<file path="src/rtl/tmds_rx_decoder.sv">
// ============================================================================
// tmds_rx_decoder : TMDS receive channel: word alignment by control-token
//                   search, then 10b->8b decode into data/DE/control outputs.
// Optional: TMDS_RX_ERRCNT_EN adds clr_err_i / err_cnt_o lock-loss counter.
// Revision: 1.0
// ============================================================================
`default_nettype none

module tmds_rx_decoder #(
  parameter int LOCK_COUNT  = 8,
  parameter int SEARCH_WAIT = 64,
  parameter int LOSS_WINDOW = 4096
) (
  input  logic        px_clk_i,
  input  logic        rst_ni,
`ifdef TMDS_RX_ERRCNT_EN
  input  logic        clr_err_i,
  output logic [15:0] err_cnt_o,
`endif
  input  logic [9:0]  raw_i,
  output logic [7:0]  data_o,
  output logic        de_o,
  output logic [1:0]  c_o,
  output logic        locked_o,
  output logic [3:0]  offset_o
);

  localparam int TW = $clog2(LOCK_COUNT) + 1;
  localparam int WW = $clog2(SEARCH_WAIT) + 1;
  localparam int LW = $clog2(LOSS_WINDOW) + 1;
  localparam logic [TW-1:0] TOK_LAST  = TW'(LOCK_COUNT - 1);
  localparam logic [WW-1:0] WAIT_LAST = WW'(SEARCH_WAIT - 1);
  localparam logic [LW-1:0] LOSS_LAST = LW'(LOSS_WINDOW - 1);

  typedef enum logic [1:0] {
    SEARCH = 2'd0,
    VERIFY = 2'd1,
    LOCKED = 2'd2
  } state_t;

  state_t          state, state_n;
  logic [9:0]      raw_q;
  logic [9:0]      sym;
  logic            flush;
  logic [TW-1:0]   tok_cnt, tok_n;
  logic [WW-1:0]   wait_cnt, wait_n;
  logic [LW-1:0]   loss_cnt, loss_n;
  logic            slip;
  logic            is_token;
  logic [1:0]      code;
  logic [7:0]      dmask;
  logic [7:0]      decoded;
  logic [19:0]     win_shift;

  assign win_shift = {raw_i, raw_q} >> offset_o;

  always_comb begin
    is_token = 1'b1;
    code     = 2'b00;
    case (sym)
      10'b1101010100: code = 2'b00;
      10'b0010101011: code = 2'b01;
      10'b0101010100: code = 2'b10;
      10'b1010101011: code = 2'b11;
      default:        is_token = 1'b0;
    endcase
  end

  always_comb begin
    dmask      = sym[9] ? ~sym[7:0] : sym[7:0];
    decoded    = '0;
    decoded[0] = dmask[0];
    for (int i = 1; i < 8; i++) begin
      decoded[i] = sym[8] ? (dmask[i] ^ dmask[i-1]) : ~(dmask[i] ^ dmask[i-1]);
    end
  end

  // A symbol registered in the same edge as an offset slip used the old
  // offset, so the cycle after a slip is ignored entirely.
  always_comb begin
    state_n = state;
    tok_n   = tok_cnt;
    wait_n  = wait_cnt;
    loss_n  = loss_cnt;
    slip    = 1'b0;
    if (!flush) begin
      case (state)
        SEARCH: begin
          if (is_token) begin
            state_n = VERIFY;
            tok_n   = TW'(1);
            wait_n  = '0;
          end else if (wait_cnt == WAIT_LAST) begin
            slip   = 1'b1;
            wait_n = '0;
          end else begin
            wait_n = wait_cnt + 1'b1;
          end
        end
        VERIFY: begin
          if (is_token) begin
            if (tok_cnt == TOK_LAST) begin
              state_n = LOCKED;
              tok_n   = '0;
              loss_n  = '0;
            end else begin
              tok_n = tok_cnt + 1'b1;
            end
          end else begin
            state_n = SEARCH;
            tok_n   = '0;
            wait_n  = '0;
          end
        end
        LOCKED: begin
          if (is_token) begin
            loss_n = '0;
          end else if (loss_cnt == LOSS_LAST) begin
            state_n = SEARCH;
            loss_n  = '0;
            wait_n  = '0;
            slip    = 1'b1;
          end else begin
            loss_n = loss_cnt + 1'b1;
          end
        end
        default: state_n = SEARCH;
      endcase
    end
  end

  always_ff @(posedge px_clk_i or negedge rst_ni) begin
    if (!rst_ni) begin
      state    <= SEARCH;
      raw_q    <= '0;
      sym      <= '0;
      flush    <= 1'b0;
      tok_cnt  <= '0;
      wait_cnt <= '0;
      loss_cnt <= '0;
      offset_o <= '0;
      locked_o <= 1'b0;
      data_o   <= '0;
      de_o     <= 1'b0;
      c_o      <= '0;
    end else begin
      state    <= state_n;
      raw_q    <= raw_i;
      sym      <= win_shift[9:0];
      flush    <= slip;
      tok_cnt  <= tok_n;
      wait_cnt <= wait_n;
      loss_cnt <= loss_n;
      locked_o <= (state_n == LOCKED);
      if (slip) begin
        offset_o <= (offset_o == 4'd9) ? 4'd0 : offset_o + 4'd1;
      end
      if (state == LOCKED) begin
        if (is_token) begin
          de_o   <= 1'b0;
          c_o    <= code;
          data_o <= '0;
        end else begin
          de_o   <= 1'b1;
          data_o <= decoded;
        end
      end else begin
        de_o   <= 1'b0;
        data_o <= '0;
        c_o    <= '0;
      end
    end
  end

`ifdef TMDS_RX_ERRCNT_EN
  logic lost;
  assign lost = (state == LOCKED) && (state_n == SEARCH);

  always_ff @(posedge px_clk_i or negedge rst_ni) begin
    if (!rst_ni) begin
      err_cnt_o <= '0;
    end else if (clr_err_i) begin
      err_cnt_o <= '0;
    end else if (lost && (err_cnt_o != 16'hFFFF)) begin
      err_cnt_o <= err_cnt_o + 16'd1;
    end
  end
`endif

endmodule

`default_nettype wire

</file>
<file path="config.mk">
export PLATFORM = sky130hd
export DESIGN_NAME = tmds_rx_decoder
export DESIGN_NICKNAME = d
export VERILOG_FILES = /design/src/rtl/tmds_rx_decoder.sv
export SDC_FILE = /design/constraint.sdc
export NUM_CORES = 1
export LEC_CHECK = 0
export CAP_MARGIN = 20
export CORE_ASPECT_RATIO = 0.6
export CORE_MARGIN = 5
export CORE_UTILIZATION = 55
export CTS_BUF_LIST = sky130_fd_sc_hd__clkbuf_8
export DETAILED_ROUTE_END_ITERATION = 12
export PLACE_DENSITY = 0.75
export SETUP_SLACK_MARGIN = 0.3
export SYNTH_ARGS = -nofsm -noshare
export SYNTH_HDL_FRONTEND = slang
export SYNTH_SLANG_ARGS = --single-unit
</file>
<file path="constraint.sdc">
create_clock -name px_clk_i -period 5.8 [get_ports px_clk_i]
set_input_delay 1.16 -clock px_clk_i [delete_from_list [all_inputs] [get_ports px_clk_i]]
set_output_delay 1.16 -clock px_clk_i [all_outputs]
set_load 0.03 [all_outputs]
</file>
==> reports/metrics.yaml <==
run_status:
  outcome: "complete, no violations"
timing:
  final.setup.tns_ps: 0
  post-route-min-period_ps: 3350
  fin_worst_skew_ps: 6.17
  drv_slew: 0
  hold_viol: 0
  max_slew.worst_pin.slew_ps: 1030
  layout_worst_path_cycle_share: 0.578
  fmax_mhz: 298
  rsz0062_at_grt: "false"
  relSlewSlack: 0.311
  setup_violations: 0
worst_setup_path:
  worstSetupStartpointType: "flop"
  critPathRequiredTime_ps: 4640
  path_max_fanout: 28
  reg2reg_to: "loss_cnt[5]$_DFFE_PN0P_"
  r2r-start: "state[0]$_DFF_PN0_"
  path_delay_family: "flip-flops"
  reg2regPathDepth: 7
  critPathBufInv: 1
  cp-end-kind: "primary output"
  cp.arrival_ps: 2190
  slowest_stage: "dfrtp_1"
  crit_type: "flop to primary output"
  crit_chain: "clkdlybuf4s50_1"
  r2r_slack_ps: 3250
  critPathMaxStageDelay_ps: 1020
finish:
  syn_to_final_growth_pct: 14.7
  drive_above_1_share: 0.0979
  fin_util: 0.656
  layout_common_cells: "dfrtp_1, nor2_1, nand2_1"
  layout_commonest_cell: "dfrtp_1"
  num-nets-final: 403
  num_antenna_cells: 0
synth:
  ys.flop_type: "dfrtp_1"
  synth_nets: 380
  async_reset_ff_frac: 1.00
  seq_area_frac_synth: 0.445
  synth_area_sq_um: 3540
  synth-edff-count: 0
  synthDistinctLibCells: 57
  synth_cells: 361
  synth_area_per_cell_sq_um: 9.81
  yosys_warnings: 0
  yosys_register_bits: 63
floorplanning:
  dieHeight_um: 72.2
  num_rows: 22
  start_util: 0.572
  core_area_sq_um: 6190
  dieArea_sq_um: 8200
  die_x_um: 114
  io_pins: 28
flow_run:
  drv_cap: 0
clock_tree:
  clk_path_buf_depth: 2
  cts-resized-gates: 0
  h-tree-depth: 3
  cts_setup_buffers: 0
  clk_latency_ps: 340
  clk_pin_slew_ps: 70
  ctsRootBufferMaster: "clkbuf_8"
  cts_sinks: 63
  cts_tree: "yes"
  cts_made_buffers: 9
  ctsHoldBuffers: 0
route:
  viasPerCell: 6.06
  drc: 0
  wirelength_mm: 7.82
  ant_nets: 0
  wire_per_inst_um: 16.6
  via_count: 2862
  dr.pass1.iters: 5
  drt_iter0_drc: 348
grt:
  grtUsageTotal: 0.202
  grt_start_max_net_pins: 64
  grt_pass1_wl_mm: 13.2
  grt_pass1_vias: 2590
  antenna_found_initial: 0
  grt.overflow.total: 0
place:
  place_hpwl_mm: 5.54
  place_congestion: 0.937
  portBuffers: 27
min_path:
  hold_path_depth: 1
  hold-path-endpoint: "wait_cnt[6]$_DFFE_PN0P_"
  hold_start: "wait_cnt[6]$_DFFE_PN0P_"
  holdCritPathClass: "flop to flop"
pwr:
  cellLeakagePower_nw: 1.64
  p_per_area_nw_per_um2: 277
  p_total_mw: 1.12
  vdd_drop_max_v: 0.000137
## power by group
group	switching [mW]	internal (mW)	leakage (nW)
sequential	0.0422	0.474	0.820
combinational	0.103	0.0914	0.705
clock	0.166	0.248	0.113
## Yosys cell counts, drive strengths merged, types with 7 or more instances
cell type  count  area share
a211oi         9       0.019
a21oi         24       0.034
buf            8       0.012
clkbuf         9      0.0095
dfrtp         63        0.45
ha             7       0.025
inv           13       0.014
mux2i         14       0.040
mux4           7       0.045
nand2         31       0.033
nand3         18       0.027
nor2          34       0.036
nor2b         11       0.019
o21ai         29       0.041
o31ai          8       0.018
xnor2         14       0.035
## final cells by class
| class | count | area (sq um) |
|---|---|---|
| Inverter | 13 | 48.8 |
| Clock inverter | 5 | 73.8 |
| Clock buffer | 10 | 138 |
| Sequential cell | 63 | 1580 |
| Tap cell | 84 | 105 |
| Fill cell | 514 | 2130 |
| Timing Repair Buffer | 29 | 280 |
| Multi-Input combinational cell | 268 | 1840 |
## how the worst max path moves through the flow
stage                                  startpoint                to  slack (ps)  cells past startpoint
after detailed placement  offset_o[1]$_DFFE_PN0P_       offset_o[1]        2800                      1
after floorplan                          raw_i[0]  sym[3]$_DFF_PN0_        3480                      4
final                     offset_o[1]$_DFFE_PN0P_       offset_o[1]        2450                      1
after global placement    offset_o[1]$_DFFE_PN0P_       offset_o[1]        2850                      1
after CTS                 offset_o[1]$_DFFE_PN0P_       offset_o[1]        2420                      1
after global routing      offset_o[1]$_DFFE_PN0P_       offset_o[1]        2330                      1
## metal layers
| metal | routed length, um | track usage |
|---|---|---|
| met2 | 3260 | 0.273 |
| met3 | 494 | 0.0533 |
| met4 | 49 | 0.0507 |
| met1 | 4020 | 0.318 |
| met5 | 0 | 0 |
## registers in the layout, summed over array words and instances (netlist names)
register and count:
locked_o 1, wait_cnt 7, de_o 1, offset_o 4
loss_cnt 13, sym 10, flush 1, data_o 8
tok_cnt 4, c_o 2, raw_q 10, state 2
## through the flow
| stage | hold WS, ps | setup WS, ps | area (sq um) | std cells |
|---|---|---|---|---|
| after CTS | 500 | 2420 | 4060 | 472 |
| after global routing | 537 | 2330 | 4060 | 472 |
| after detailed placement | 482 | 2800 | 3850 | 457 |
| after floorplan | 452 | 3480 | 3540 | 361 |
| final | 492 | 2450 | 4060 | 472 |
| after global placement | 474 | 2850 | 3850 | 457 |
## worst reg2reg max path: stages (launching register included)
cell	delay (ps)
dfrtp_1	430
inv_1	110
ha_1	270
inv_1	150
or3_1	400
o31a_1	280
or2_1	470
o41ai_1	320
## kinds of logic after synthesis
family | after synthesis | synth area share
simple gates | 129 | 0.196
compound gates | 92 | 0.164
flops | 63 | 0.445
buf+inv | 30 | 0.0357
mux | 26 | 0.100
xor+xnor | 14 | 0.0346
fa+ha+maj | 7 | 0.0247
Note: power is estimated with default switching activity, not from simulation.
